<file path="config.mk">
export PLATFORM = sky130hd
export DESIGN_NAME = sdram_port_arbiter_flat
export DESIGN_NICKNAME = d
export VERILOG_FILES = /design/src/rtl/sdram_port_arbiter_pkg.sv /design/src/rtl/sdram_port_arbiter_if.sv /design/src/rtl/sdram_arb_priority.sv /design/src/rtl/sdram_port_arbiter.sv /design/src/flat_wrapper.sv
export SDC_FILE = /design/constraint.sdc
export NUM_CORES = 1
export LEC_CHECK = 0
export CAP_MARGIN = 25
export CORE_UTILIZATION = 40
export CTS_BUF_LIST = sky130_fd_sc_hd__clkbuf_4 sky130_fd_sc_hd__clkbuf_8
export CTS_CLUSTER_SIZE = 14
export DETAILED_ROUTE_END_ITERATION = 6
export PLACE_DENSITY_LB_ADDON = 0.1
export SETUP_SLACK_MARGIN = 0.5
export SKIP_CTS_REPAIR_TIMING = 1
export SLEW_MARGIN = 5
export SYNTH_ARGS = -nofsm -noshare
export SYNTH_HDL_FRONTEND = slang
export SYNTH_SLANG_ARGS = --single-unit
</file>
<file path="constraint.sdc">
create_clock -name CLK -period 2 [get_ports CLK]
set_input_delay 0.5 -clock CLK [delete_from_list [all_inputs] [get_ports CLK]]
set_output_delay 0.5 -clock CLK [all_outputs]
set_load 0.005 [all_outputs]
</file>
<file path="src/rtl/sdram_port_arbiter_pkg.sv">
// Shared types for the SDRAM port arbiter: FSM states, grant encoding and
// the user-address field widths also used by the SDRAM controller.
package sdram_arb_pkg;

  localparam int unsigned BANK_W = 2;
  localparam int unsigned ROW_W  = 13;
  localparam int unsigned COL_W  = 9;
  localparam int unsigned ADDR_W = BANK_W + ROW_W + COL_W;
  localparam int unsigned WORD_W = 16;

  typedef enum logic [1:0] {
    ST_IDLE,
    ST_ISSUE,
    ST_WAIT_ACC,
    ST_WAIT_DONE
  } arb_state_t;

  typedef enum logic [1:0] {
    GNT_NONE,
    GNT_VID,
    GNT_UART
  } arb_gnt_t;

  // Command latched for the controller; held from ISSUE until the next grant.
  typedef struct packed {
    logic              rw;
    logic [ADDR_W-1:0] addr;
    logic [WORD_W-1:0] wdata;
  } mem_cmd_t;

endpackage

</file>
<file path="src/rtl/sdram_port_arbiter_if.sv">
// Client and controller-facing signals of the SDRAM port arbiter.
interface sdram_port_arbiter_if;
  import sdram_arb_pkg::*;

  logic              vid_req;
  logic [ADDR_W-1:0] vid_addr;
  logic              vid_ack;
  logic [WORD_W-1:0] vid_rdata;
  logic              vid_rvalid;
  logic              uart_req;
  logic [ADDR_W-1:0] uart_addr;
  logic [WORD_W-1:0] uart_wdata;
  logic              uart_ack;
  logic              arb_err;
  logic              mem_enable;
  logic              mem_rw;
  logic [ADDR_W-1:0] mem_addr;
  logic [WORD_W-1:0] mem_wdata;
  logic              mem_busy;
  logic              mem_valid;
  logic [WORD_W-1:0] mem_rdata;

  // Arbiter side.
  modport slave (
    input  vid_req, vid_addr, uart_req, uart_addr, uart_wdata,
           mem_busy, mem_valid, mem_rdata,
    output vid_ack, vid_rdata, vid_rvalid, uart_ack, arb_err,
           mem_enable, mem_rw, mem_addr, mem_wdata
  );

  // Clients plus controller side.
  modport master (
    output vid_req, vid_addr, uart_req, uart_addr, uart_wdata,
           mem_busy, mem_valid, mem_rdata,
    input  vid_ack, vid_rdata, vid_rvalid, uart_ack, arb_err,
           mem_enable, mem_rw, mem_addr, mem_wdata
  );

endinterface

</file>
<file path="src/rtl/sdram_arb_priority.sv">
// Winner select: video has fixed priority unless UART has waited a full video run.
module sdram_arb_priority
  import sdram_arb_pkg::*;
(
  input  logic     vid_req,
  input  logic     uart_req,
  input  logic     run_sat,
  output arb_gnt_t gnt_c
);

  always_comb begin
    gnt_c = GNT_NONE;
    if (vid_req && !(uart_req && run_sat)) begin
      gnt_c = GNT_VID;
    end else if (uart_req) begin
      gnt_c = GNT_UART;
    end
  end

endmodule

</file>
<file path="src/rtl/sdram_port_arbiter.sv">
// Shares the SDRAM controller user port between the video burst-read client and
// the UART single-write client, with a starvation limit on consecutive video grants.
module sdram_port_arbiter
  import sdram_arb_pkg::*;
#(
  parameter int unsigned ReadBurstLength = 8,
  parameter int unsigned MaxVideoRun     = 4,
  parameter int unsigned AcceptTimeout   = 4
) (
  input  logic                  CLK,
  input  logic                  RST,
  sdram_port_arbiter_if.slave   bus
);

  localparam int unsigned BEAT_W = $clog2(ReadBurstLength + 1);
  localparam int unsigned RUN_W  = $clog2(MaxVideoRun + 1);
  localparam int unsigned TMO_W  = $clog2(AcceptTimeout + 1);

  arb_state_t        state_q, state_d;
  arb_gnt_t          gnt_q, gnt_d;
  mem_cmd_t          cmd_q, cmd_d;
  logic              mem_enable_q, mem_enable_d;
  logic              vid_ack_q, vid_ack_d;
  logic              uart_ack_q, uart_ack_d;
  logic              vid_rvalid_q, vid_rvalid_d;
  logic [WORD_W-1:0] vid_rdata_q, vid_rdata_d;
  logic              arb_err_q, arb_err_d;
  logic [RUN_W-1:0]  run_q, run_d;
  logic [BEAT_W-1:0] beat_q, beat_d;
  logic [TMO_W-1:0]  tmo_q, tmo_d;

  arb_gnt_t win_c;
  logic     run_sat_c;
  logic     vid_active_c;

  assign run_sat_c    = (run_q == RUN_W'(MaxVideoRun));
  assign vid_active_c = (gnt_q == GNT_VID) && (state_q != ST_IDLE);

  sdram_arb_priority u_priority (
    .vid_req  (bus.vid_req),
    .uart_req (bus.uart_req),
    .run_sat  (run_sat_c),
    .gnt_c    (win_c)
  );

  always_comb begin
    state_d      = state_q;
    gnt_d        = gnt_q;
    cmd_d        = cmd_q;
    mem_enable_d = 1'b0;
    vid_ack_d    = 1'b0;
    uart_ack_d   = 1'b0;
    vid_rvalid_d = 1'b0;
    vid_rdata_d  = vid_rdata_q;
    arb_err_d    = arb_err_q;
    run_d        = run_q;
    beat_d       = beat_q;
    tmo_d        = tmo_q;

    // Read beats are only forwarded while a video command owns the controller.
    if (vid_active_c && bus.mem_valid) begin
      vid_rvalid_d = 1'b1;
      vid_rdata_d  = bus.mem_rdata;
      if (beat_q != BEAT_W'(ReadBurstLength)) begin
        beat_d = beat_q + 1'b1;
      end
    end

    case (state_q)
      ST_IDLE: begin
        if (!bus.mem_busy && (win_c != GNT_NONE)) begin
          gnt_d        = win_c;
          beat_d       = '0;
          mem_enable_d = 1'b1;
          state_d      = ST_ISSUE;
          if (win_c == GNT_VID) begin
            cmd_d.rw    = 1'b1;
            cmd_d.addr  = bus.vid_addr;
            cmd_d.wdata = '0;
          end else begin
            cmd_d.rw    = 1'b0;
            cmd_d.addr  = bus.uart_addr;
            cmd_d.wdata = bus.uart_wdata;
          end
        end
      end
      ST_ISSUE: begin
        tmo_d   = '0;
        state_d = ST_WAIT_ACC;
      end
      ST_WAIT_ACC: begin
        if (bus.mem_busy) begin
          vid_ack_d  = (gnt_q == GNT_VID);
          uart_ack_d = (gnt_q == GNT_UART);
          state_d    = ST_WAIT_DONE;
        end else if (tmo_q == TMO_W'(AcceptTimeout - 1)) begin
          // Controller never took the command: flag it and let IDLE re-arbitrate.
          arb_err_d = 1'b1;
          gnt_d     = GNT_NONE;
          state_d   = ST_IDLE;
        end else begin
          tmo_d = tmo_q + 1'b1;
        end
      end
      ST_WAIT_DONE: begin
        if (!bus.mem_busy &&
            ((gnt_q != GNT_VID) || (beat_q == BEAT_W'(ReadBurstLength)))) begin
          gnt_d   = GNT_NONE;
          state_d = ST_IDLE;
        end
      end
      default: begin
        state_d = ST_IDLE;
      end
    endcase

    // Count consecutive video wins only while UART is actually waiting.
    if (!bus.uart_req || uart_ack_d) begin
      run_d = '0;
    end else if (vid_ack_d && !run_sat_c) begin
      run_d = run_q + 1'b1;
    end
  end

  always_ff @(posedge CLK or negedge RST) begin
    if (!RST) begin
      state_q      <= ST_IDLE;
      gnt_q        <= GNT_NONE;
      cmd_q        <= '0;
      mem_enable_q <= 1'b0;
      vid_ack_q    <= 1'b0;
      uart_ack_q   <= 1'b0;
      vid_rvalid_q <= 1'b0;
      vid_rdata_q  <= '0;
      arb_err_q    <= 1'b0;
      run_q        <= '0;
      beat_q       <= '0;
      tmo_q        <= '0;
    end else begin
      state_q      <= state_d;
      gnt_q        <= gnt_d;
      cmd_q        <= cmd_d;
      mem_enable_q <= mem_enable_d;
      vid_ack_q    <= vid_ack_d;
      uart_ack_q   <= uart_ack_d;
      vid_rvalid_q <= vid_rvalid_d;
      vid_rdata_q  <= vid_rdata_d;
      arb_err_q    <= arb_err_d;
      run_q        <= run_d;
      beat_q       <= beat_d;
      tmo_q        <= tmo_d;
    end
  end

  assign bus.mem_enable = mem_enable_q;
  assign bus.mem_rw     = cmd_q.rw;
  assign bus.mem_addr   = cmd_q.addr;
  assign bus.mem_wdata  = cmd_q.wdata;
  assign bus.vid_ack    = vid_ack_q;
  assign bus.uart_ack   = uart_ack_q;
  assign bus.vid_rvalid = vid_rvalid_q;
  assign bus.vid_rdata  = vid_rdata_q;
  assign bus.arb_err    = arb_err_q;

endmodule

</file>
<file path="src/flat_wrapper.sv">
// flat-port wrapper written by rule: the top's interface ports become plain ports
module sdram_port_arbiter_flat import sdram_arb_pkg::*;
#(
  parameter int unsigned ReadBurstLength = 8,
  parameter int unsigned MaxVideoRun     = 4,
  parameter int unsigned AcceptTimeout   = 4
)
  (CLK, RST, bus_vid_req, bus_vid_addr, bus_uart_req, bus_uart_addr, bus_uart_wdata, bus_mem_busy, bus_mem_valid, bus_mem_rdata, bus_vid_ack, bus_vid_rdata, bus_vid_rvalid, bus_uart_ack, bus_arb_err, bus_mem_enable, bus_mem_rw, bus_mem_addr, bus_mem_wdata);
  sdram_port_arbiter_if bus_i ();
  input  logic CLK;
  input  logic RST;
  input wire logic [$bits(bus_i.vid_req)-1:0] bus_vid_req;
  input wire logic [$bits(bus_i.vid_addr)-1:0] bus_vid_addr;
  input wire logic [$bits(bus_i.uart_req)-1:0] bus_uart_req;
  input wire logic [$bits(bus_i.uart_addr)-1:0] bus_uart_addr;
  input wire logic [$bits(bus_i.uart_wdata)-1:0] bus_uart_wdata;
  input wire logic [$bits(bus_i.mem_busy)-1:0] bus_mem_busy;
  input wire logic [$bits(bus_i.mem_valid)-1:0] bus_mem_valid;
  input wire logic [$bits(bus_i.mem_rdata)-1:0] bus_mem_rdata;
  output wire logic [$bits(bus_i.vid_ack)-1:0] bus_vid_ack;
  output wire logic [$bits(bus_i.vid_rdata)-1:0] bus_vid_rdata;
  output wire logic [$bits(bus_i.vid_rvalid)-1:0] bus_vid_rvalid;
  output wire logic [$bits(bus_i.uart_ack)-1:0] bus_uart_ack;
  output wire logic [$bits(bus_i.arb_err)-1:0] bus_arb_err;
  output wire logic [$bits(bus_i.mem_enable)-1:0] bus_mem_enable;
  output wire logic [$bits(bus_i.mem_rw)-1:0] bus_mem_rw;
  output wire logic [$bits(bus_i.mem_addr)-1:0] bus_mem_addr;
  output wire logic [$bits(bus_i.mem_wdata)-1:0] bus_mem_wdata;
  assign bus_i.vid_req = bus_vid_req;
  assign bus_i.vid_addr = bus_vid_addr;
  assign bus_i.uart_req = bus_uart_req;
  assign bus_i.uart_addr = bus_uart_addr;
  assign bus_i.uart_wdata = bus_uart_wdata;
  assign bus_i.mem_busy = bus_mem_busy;
  assign bus_i.mem_valid = bus_mem_valid;
  assign bus_i.mem_rdata = bus_mem_rdata;
  assign bus_vid_ack = bus_i.vid_ack;
  assign bus_vid_rdata = bus_i.vid_rdata;
  assign bus_vid_rvalid = bus_i.vid_rvalid;
  assign bus_uart_ack = bus_i.uart_ack;
  assign bus_arb_err = bus_i.arb_err;
  assign bus_mem_enable = bus_i.mem_enable;
  assign bus_mem_rw = bus_i.mem_rw;
  assign bus_mem_addr = bus_i.mem_addr;
  assign bus_mem_wdata = bus_i.mem_wdata;
  sdram_port_arbiter #(.ReadBurstLength(ReadBurstLength), .MaxVideoRun(MaxVideoRun), .AcceptTimeout(AcceptTimeout)) u_core (.CLK(CLK), .RST(RST), .bus(bus_i));
endmodule
</file>
==> summary.txt <==
Timing
  • Final worst path period share: 83.6%
  • RSZ-0062 raised after global routing: yes
  • Final Max Tran Viols: 0
  • Final setup fails: 0
  • Hold_ws: 0.124 ns
  • Fin Clk Skew: 0.00568 ns
  • Worst slew pin tran: 0.512 ns
  • Slew Limit Headroom: 65.9%
  • Fmax: 598 MHz
  • Min Clock Period, post-route: 1.67 ns
  • Fin. Hold Viols: 0

Logic synthesis
  • Syn Nets: 394
  • Share of the synthesized area in the top cell type: 58.4%
  • Post-synthesis sequential area ratio: 58.4%
  • Yosys warning total: 0
  • Synth unique cells: 40
  • Gate Count Post-Synth: 302
  • Yosys top cell by area: dfrtp_1
  • Post-Syn Area: 0.00326 mm2
  • Synth Area per Inst: 10.8 um2
  • Synth area leaders: dfrtp_1, a21oi_1, mux2_2
  • Seq cells post-synth: 76

Final layout
  • Fin cells: 601
  • Fin nets: 586
  • Ratio of cells with drive above 1 in the final layout: 29.7%
  • Filler cells: 514
  • Most frequent cells in the layout: clkdlybuf4s50_1, dfrtp_1, dlymetal6s2s_1
  • Area growth, synth to finish: 86.8%
  • Reg area: 0.00190 mm2
  • Antenna cells: 0
  • Area of the multi-input gates: 0.00153 mm2
  • Leading cell type in the layout, fill and taps excluded: clkdlybuf4s50_1

Critical path
  • Max FO, Critical Path: 8
  • Max stage delay on crit path: 0.68 ns
  • Crit path top cell by count: a21oi_1
  • CP arrival: 1.90 ns
  • RR Endpoint: u_core.bus.mem_addr[16]$_DFFE_PN0P_
  • RR Startpoint: u_core.state_q[1]$_DFFE_PN0P_
  • Worst Reg2Reg Path Length in Cells: 4
  • Setup crit start: u_core.state_q[1]$_DFFE_PN0P_
  • CP Class: register to register
  • Setup crit end: u_core.bus.mem_addr[16]$_DFFE_PN0P_
  • CP Cell Sequence: or4_4 > buf_12 > a21oi_1 > a21oi_1
  • Crit end category: register
  • Worst endpoint required time: 2.23 ns
  • Slowest CP cell: or4_4
  • Setup crit start kind: register
  • R2R setup slack: 0.33 ns

Placement
  • HPWL after DPL: 5830 um
  • Dpl cells: 551
  • RD Place Congestion: 0.778
  • PortBufs: 147

Run status
  • Status: finished clean

Global routing
  • All-layer global routing usage: 19.8%
  • Largest net degree at the start of global routing: 39
  • Initial antenna violation count: 0
  • Vias in the first global route: 2,803
  • First-pass GRT wire length: 13,100 um
  • GRT Residual Overflow: 0

Route
  • Post-route ant nets: 0
  • Iter 0 DRT Violations: 132
  • DRC viols: 0
  • DR WL/cell: 16.2 um
  • Final wirelength: 9740 um
  • Vias: 3,053
  • Pre-antenna DRT Iters: 4
  • Drt via density: 5.08

CTS
  • Clk slew on worst S/H paths: 0.07 ns
  • TritonCTS buffer count: 9
  • CTS Sinks: 76
  • CTS tree: done
  • CTS Root Cell: clkbuf_8
  • Worst skew pair latency: 0.35 ns
  • H-tree depth: 3
  • Clk buf depth: 2

Floorplan
  • Die area: 0.00851 mm2
  • # rows: 32
  • Die width: 92.3 um
  • Core area: 0.00781 mm2
  • Top-level I/O count: 148
  • Die Height: 92.3 um
  • Starting Density: 41.7%

Pwr
  • Power per cell area: 1170 mW/mm2
  • Power Total: 7.10 mW
  • Static Leak: 3.27 nW
  • Maximum vdd drop: 0.588 mV

Hold path
  • Hold Path Class: primary input to asynchronous set/reset pin

Flow run
  • Maxcap violations: 0
## cell usage after synthesis
master and instances:
a211o_1 1, a21bo_2 1, a21boi_0 1, a21o_1 2, a21oi_1 54, a22o_1 16
a31o_2 1, a31oi_1 1, a32o_1 1, and2_1 1, and4b_1 1, buf_1 2
buf_2 6, buf_4 3, buf_6 3, clkbuf_1 5, dfrtp_1 76, ha_1 6
inv_1 7, inv_2 1, mux2_2 16, mux2i_1 2, nand2_1 32, nand2b_1 2
nand3_1 4, nand3b_1 2, nand4_1 2, nor2_1 31, nor2_4 1, nor2b_1 2
nor3_1 2, nor3b_1 2, nor4_1 2, o211ai_1 1, o21ai_0 6, o21ai_1 1
o31a_1 1, o31ai_1 1, or4_4 1, xnor2_1 2
## metrics by stage
step / setup slack (ns) / TNS, ns / cell area [um2] / util [%]
after global routing: 0.301 / 0 / 6090 / 78.0
final: 0.327 / 0 / 6090 / 78.0
after detailed placement: -0.224 / -8.42 / 4960 / 63.6
after floorplan: 0.249 / 0 / 3290 / -
after CTS: 0.148 / 0 / 5190 / 66.5
after global placement: -0.167 / -6.63 / 4960 / 63.6
## worst min-delay path by stage
stage,start,to,slack [ns]
after CTS,RST,u_core.bus.vid_rdata[10]$_DFFE_PN0N_,0.13
after floorplan,RST,u_core.beat_q[0]$_DFF_PN0_,0.20
final,RST,u_core.bus.vid_rdata[10]$_DFFE_PN0N_,0.12
after global placement,u_core.bus.arb_err$_DFFE_PN0P_,u_core.bus.arb_err$_DFFE_PN0P_,0.46
after detailed placement,u_core.bus.arb_err$_DFFE_PN0P_,u_core.bus.arb_err$_DFFE_PN0P_,0.47
after global routing,RST,u_core.bus.mem_wdata[8]$_DFFE_PN0P_,0.15
## layout make-up
| class | instances | area share (%) |
|---|---|---|
| clock inverter | 4 | 1.19 |
| clock buffer | 12 | 2.51 |
| inverter | 8 | 0.617 |
| timing repair buffer | 199 | 37.2 |
| sequential | 76 | 31.3 |
| multi-input combinational | 200 | 25.1 |
| tap | 102 | 2.10 |
## routing by layer
metal	global-route usage, %	vias to the layer above	share of wire, %
li1	-	1438	-
met1	24.2	1507	42
met4	6.12	0	0.61
met3	7.55	5	6.8
met2	32.3	103	51
met5	0	-	0
## sequential cells by signal, summed over array words and instances (netlist names)
signal,flops
u_core.gnt_q,2
u_core.bus.mem_enable,1
u_core.bus.vid_rvalid,1
u_core.bus.mem_wdata,16
u_core.bus.mem_rw,1
u_core.bus.mem_addr,24
u_core.beat_q,4
u_core.bus.uart_ack,1
u_core.bus.arb_err,1
u_core.run_q,3
u_core.tmo_q,3
u_core.bus.vid_rdata,16
u_core.bus.vid_ack,1
u_core.state_q,2
## critical path: cells and delay by family, from the launching register on
family | cells | cell delay, ns
flip-flops | 1 | 0.43
AND/OR/NAND/NOR | 1 | 0.68
buffers and inverters | 1 | 0.20
AO/OA/AOI/OAI | 2 | 0.24
## report_power, final
group	internal [mW]	switching, mW	leakage, nW	total (mW)
sequential	2.17	0.395	0.935	2.56
clock	0.763	0.540	0.113	1.30
combinational	2.08	1.16	2.22	3.24
## logic make-up (layout without fill, tap and decap cells)
logic type | count (synthesis) | in the layout | share of synthesized area, %
XOR/XNOR | 2 | 2 | 0.538
AND/OR/NAND/NOR | 85 | 86 | 11.8
AO/OA/AOI/OAI | 88 | 88 | 16.4
multiplexers | 18 | 18 | 6.14
adder cells (fa/ha/maj) | 6 | 6 | 2.30
flip-flops | 76 | 76 | 58.4
buffers and inverters | 27 | 223 | 4.38
No activity file was read; power rests on OpenSTA's default activity.
